File: config.mk
export PLATFORM = sky130hd
export DESIGN_NAME = shift_mult_ctrl
export DESIGN_NICKNAME = d
export VERILOG_FILES = /design/src/rtl/shift_mult_pkg.sv /design/src/rtl/shift_mult_cnt.sv /design/src/rtl/shift_mult_ctrl.sv
export SDC_FILE = /design/constraint.sdc
export NUM_CORES = 1
export LEC_CHECK = 0
export ABC_AREA = 1
export CAP_MARGIN = 20
export CORE_UTILIZATION = 49
export DETAILED_ROUTE_END_ITERATION = 16
export GPL_ROUTABILITY_DRIVEN = 0
export PLACE_DENSITY = 0.8
export SKIP_CTS_REPAIR_TIMING = 1
export SYNTH_ARGS = -nofsm -noshare
export SYNTH_HDL_FRONTEND = slang
export SYNTH_SLANG_ARGS = --single-unit
File: constraint.sdc
create_clock -name Clk -period 1.3 [get_ports Clk]
set_input_delay 0.325 -clock Clk [delete_from_list [all_inputs] [get_ports Clk]]
set_output_delay 0.325 -clock Clk [all_outputs]
set_load 0.01 [all_outputs]
File: src/rtl/shift_mult_pkg.sv
// ============================================================================
// Module  : shift_mult_pkg
// Brief   : State encodings and constants shared by the shift-add multiplier
//           controller, its counter, the datapath top and the testbench.
// Revision: 1.0 - initial release
// ============================================================================
`default_nettype none

package shift_mult_pkg;

    localparam int NSIZE_DEF = 8;

    // The multiplier only ever shifts toward the LSB.
    localparam logic DI_RIGHT = 1'b0;

    typedef enum logic [5:0] {
        S_IDLE  = 6'b000001,
        S_LOAD  = 6'b000010,
        S_TEST  = 6'b000100,
        S_ADD   = 6'b001000,
        S_SHIFT = 6'b010000,
        S_DONE  = 6'b100000
    } state_e;

endpackage

`default_nettype wire

File: src/rtl/shift_mult_cnt.sv
// ============================================================================
// Module  : shift_mult_cnt
// Brief   : Shift counter with synchronous clear, increment enable and a
//           terminal flag raised on the count of the final shift.
// Revision: 1.0 - initial release
// ============================================================================
`default_nettype none

module shift_mult_cnt #(
    parameter int NSIZE = 8,
    parameter int CNTW  = $clog2(NSIZE + 1)
) (
    input  logic            Clk,
    input  logic            Clr,
    input  logic            sclr_i,
    input  logic            inc_i,
    output logic [CNTW-1:0] cnt_o,
    output logic            term_o
);

    logic [CNTW-1:0] cnt_q;

    always_ff @(posedge Clk or posedge Clr) begin
        if (Clr) begin
            cnt_q <= '0;
        end else if (sclr_i) begin
            cnt_q <= '0;
        end else if (inc_i) begin
            cnt_q <= cnt_q + 1'b1;
        end
    end

    assign cnt_o  = cnt_q;
    assign term_o = (cnt_q == CNTW'(NSIZE - 1));

endmodule

`default_nettype wire

File: src/rtl/shift_mult_ctrl.sv
// ============================================================================
// Module  : shift_mult_ctrl
// Brief   : Sequencer for a shift-add unsigned multiplier; drives Ld/Sh/Add
//           one multiplier bit at a time and pulses Done on completion.
// Revision: 1.0 - initial release
// ============================================================================
`default_nettype none

module shift_mult_ctrl
    import shift_mult_pkg::*;
#(
    parameter int NSIZE = NSIZE_DEF,
    parameter int CNTW  = $clog2(NSIZE + 1)
) (
    input  logic            Clk,
    input  logic            Clr,
    input  logic            Start,
    input  logic            Q0,
    output logic            Ld,
    output logic            Sh,
    output logic            Di,
    output logic            Add,
    output logic            Busy,
    output logic            Done,
    output logic [CNTW-1:0] Cnt
);

    state_e state_q;
    state_e state_d;
    logic   ld_q, sh_q, add_q, busy_q, done_q;
    logic   last_shift;

    shift_mult_cnt #(
        .NSIZE (NSIZE),
        .CNTW  (CNTW)
    ) u_cnt (
        .Clk    (Clk),
        .Clr    (Clr),
        .sclr_i (state_q == S_LOAD),
        .inc_i  (state_q == S_SHIFT),
        .cnt_o  (Cnt),
        .term_o (last_shift)
    );

    always_comb begin
        state_d = state_q;
        unique case (state_q)
            S_IDLE:  if (Start) state_d = S_LOAD;
            S_LOAD:  state_d = S_TEST;
            // An unknown Q0 falls through to the else arm and skips the add.
            S_TEST:  if (Q0) state_d = S_ADD; else state_d = S_SHIFT;
            S_ADD:   state_d = S_SHIFT;
            S_SHIFT: state_d = last_shift ? S_DONE : S_TEST;
            S_DONE:  state_d = S_IDLE;
            default: state_d = S_IDLE;
        endcase
    end

    // Outputs are decoded from the next state so they are flops aligned with state_q.
    always_ff @(posedge Clk or posedge Clr) begin
        if (Clr) begin
            state_q <= S_IDLE;
            ld_q    <= 1'b0;
            sh_q    <= 1'b0;
            add_q   <= 1'b0;
            busy_q  <= 1'b0;
            done_q  <= 1'b0;
        end else begin
            state_q <= state_d;
            ld_q    <= (state_d == S_LOAD);
            sh_q    <= (state_d == S_SHIFT);
            add_q   <= (state_d == S_ADD);
            busy_q  <= (state_d != S_IDLE);
            done_q  <= (state_d == S_DONE);
        end
    end

    assign Ld   = ld_q;
    assign Sh   = sh_q;
    assign Add  = add_q;
    assign Busy = busy_q;
    assign Done = done_q;
    assign Di   = DI_RIGHT;

endmodule

`default_nettype wire

==> metrics.cfg, run 1 <==
[setup_path]
critPathLaunchType = flip-flop
worst-endpoint-arrival_ns = 1.32
path_buf_inv = 0
slowest_stage = dfstp_2
end_kind = flip-flop
slowest_delay_ns = 0.60
r2r_slack_ns = 0.14
crit_path_cell_trace = nor2_4, nand3_1, nand2_1, nor2_1, o21ai_0
cp.required_ns = 1.46
cp_max_fo = 4
crit_family = flip-flops
worst-setup-path-type = reg -> reg

[detailed_routing]
vias_per_cell = 4.77
met3WireLength_um = 37
highest_layer = met4
ant_nets = 0
drtIter0Drc = 11
wl_um = 1210
drtPass1Iterations = 4
via_count = 539
met1Wirelength_um = 589
wl_met2_um = 567
drcViolationCount = 0
drt-wirelength-per-cell_um = 10.7

[synth]
syn_nets = 83
syn_inst = 78
synth.cell_area_sq_um = 734
yosysMostFrequentCell = dfrtp_1
synth_top_area_frac = 0.477
yosysUniqueCellTypes = 19
avgSynthCellArea_sq_um = 9.42
synthFlopType = dfrtp_1
ys_seq_area_frac = 0.513
netlist_top_cells_area = dfrtp_1 (48%), nor2_1 (6.6%), nor2_4 (6.1%), inv_1 (5.6%), nand2_1 (5.6%)
yosys_warnings = 0
async_reset_ff_frac = 1.00
synth_edf_count = 0
yosysTopAreaCell = dfrtp_1
ys_ff_latch = 15
synth_commonest_cells = dfrtp_1 (14), nor2_1 (13), inv_1 (11), nand2_1 (11), nand3_1 (6)

[layout]
fin_area_sq_um = 952
regArea_sq_um = 377
instances_no_fill = 113
multi_input_area_sq_um = 305
drive_gt1_frac = 0.204
num-fill-cells = 102
area_growth_pct = 29.6
nets = 104
antenna_cells = 0

[cts]
cts_max_level = 1
clkTransAtPathRegs_ns = 0.08
cts_buffer_depth = 2
cts.sinks = 15
cts_tree = done
cts_made_buffers = 3
clock-root-buffer = clkbuf_4
insertion_delay_ns = 0.27

[pwr]
p_seq_frac = 0.439
peakVddDrop_uv = 854
internal_power_uw = 962
power_density_mw_per_mm2 = 1590
clockPowerShare = 0.168
leakage_nw = 0.643
switching_share = 0.364
finalPower_mw = 1.51
switching_power_uw = 551
comb_power_share = 0.393

[global_routing]
antenna_found_initial = 0
track_usage = 0.183
grt_overflow = 0
grt_pass1_wl_um = 1940
grt_pass1_vias = 457
grt_max_degree = 16

[sta]
fin_hold_ws_ns = 0.337
fin_crit_ns = 1.16
rsz0062_at_grt = false
setup_viol = 0
fin_skew_ns = 0.00175
hold_viol = 0
slew_viol_final = 0
period_share = 0.894
fmax_mhz = 861

[floorplan]
rows = 13
die_w_um = 40.7
die_h_um = 40.7
coreArea_sq_mm = 0.00135
io_pins = 14
initial_utilization = 0.544
dieArea_sq_mm = 0.00166

[hold_path]
hold_path.class = in -> async

[placed_design]
dp_cells = 109
dp_hpwl_um = 898
place_area_sq_um = 903
io_buffers = 12

[run_status]
status = finished clean

[flow_run]
cap_violations = 0

[kinds of logic after synthesis]
group / share of synthesized area
fa+ha+maj: 0.0170
xor+xnor: 0.0239
other cells: 0.00511
simple gates: 0.332
buf+inv: 0.0715
flops: 0.513
compound gates: 0.0375
[worst register-to-register path: stages, from the launching register on]
cell and delay [ns]:
dfstp_2 0.60, nor2_4 0.06, nand3_1 0.16, nand2_1 0.07, nor2_1 0.08, o21ai_0 0.08
[metrics by stage]
stage / util / setup TNS [ns] / worst slack [ns]
2_1_floorplan: - / 0 / 0.241
3_3_place_gp: 0.669 / 0 / 0.126
3_5_place_dp: 0.669 / 0 / 0.104
4_1_cts: 0.689 / -1.60 / -0.206
5_1_grt: 0.705 / 0 / 0.0479
6_report: 0.705 / 0 / 0.138
[cell type report]
cell class,instances,share of cell area
sequential,15,0.396
tap,15,0.0197
clock buffer,4,0.0276
multi-input combinational,50,0.321
timing repair buffer,17,0.189
inverter,12,0.0473
[registers in the layout (all words and copies together) (netlist names)]
signal and count:
u_cnt.cnt_o 4, state_q 6, Sh 1, Busy 1, Ld 1, Add 1
Done 1
[cell usage in the layout, fill, tap and decap left out]
cell,netlist,final
nand3_1,6,6
nand2_4,1,1
buf_4,1,5
o21bai_1,1,1
nand3_4,2,2
nor2_4,4,4
nand4_1,1,1
xor2_1,2,2
clkbuf_1,0,1
clkdlybuf4s50_1,0,3
nand2_1,11,11
clkbuf_4,0,3
dfrtp_1,14,14
dfstp_2,1,1
inv_2,1,1
conb_1,1,1
nand3_2,2,2
o21ai_0,4,4
dlymetal6s2s_1,0,9
ha_1,1,1
nor2_2,1,1
nor2_1,13,13
inv_1,11,11
[layer usage]
layer	vias to the layer above	track usage
li1	281	-
met1	245	0.256
met2	11	0.266
met3	2	0.0326
met4	0	0.100
met5	-	0
[power groups by stage]
stage / combinational (mW) / sequential [mW] / clock [mW]
after floorplan: 0.332 / 0.717 / 0
after global placement: 0.599 / 0.666 / 0
after detailed placement: 0.609 / 0.675 / 0
after CTS: 0.612 / 0.667 / 0.265
after global routing: 0.660 / 0.676 / 0.292
final: 0.595 / 0.665 / 0.254
[final timing paths]
| kind | startpoint | endpoint | cells past startpoint |
|---|---|---|---|
| min reg2reg | u_cnt.cnt_o[3]$_DFFE_PP0P_ | u_cnt.cnt_o[3]$_DFFE_PP0P_ | 3 |
| min | Clr | u_cnt.cnt_o[1]$_DFFE_PP0P_ | 3 |
| max reg2reg | state_q[0]$_DFF_PP1_ | Busy$_DFF_PP0_ | 5 |
| min in group Clk | u_cnt.cnt_o[3]$_DFFE_PP0P_ | u_cnt.cnt_o[3]$_DFFE_PP0P_ | 3 |
| max | state_q[0]$_DFF_PP1_ | Busy$_DFF_PP0_ | 5 |
| max in group asynchronous | Clr | state_q[0]$_DFF_PP1_ | 3 |
Note: power is estimated with default switching activity, not from simulation.
==> inputs of run 2 (changes only) <==
--- a/config.mk
+++ b/config.mk
@@ -12,6 +12,7 @@
 export GPL_ROUTABILITY_DRIVEN = 0
 export PLACE_DENSITY = 0.8
 export SKIP_CTS_REPAIR_TIMING = 1
+export SLEW_MARGIN = 20
 export SYNTH_ARGS = -nofsm -noshare
 export SYNTH_HDL_FRONTEND = slang
 export SYNTH_SLANG_ARGS = --single-unit
==> results of run 2 <==
The final DEF is identical to that of run 1; final timing and power are the same.
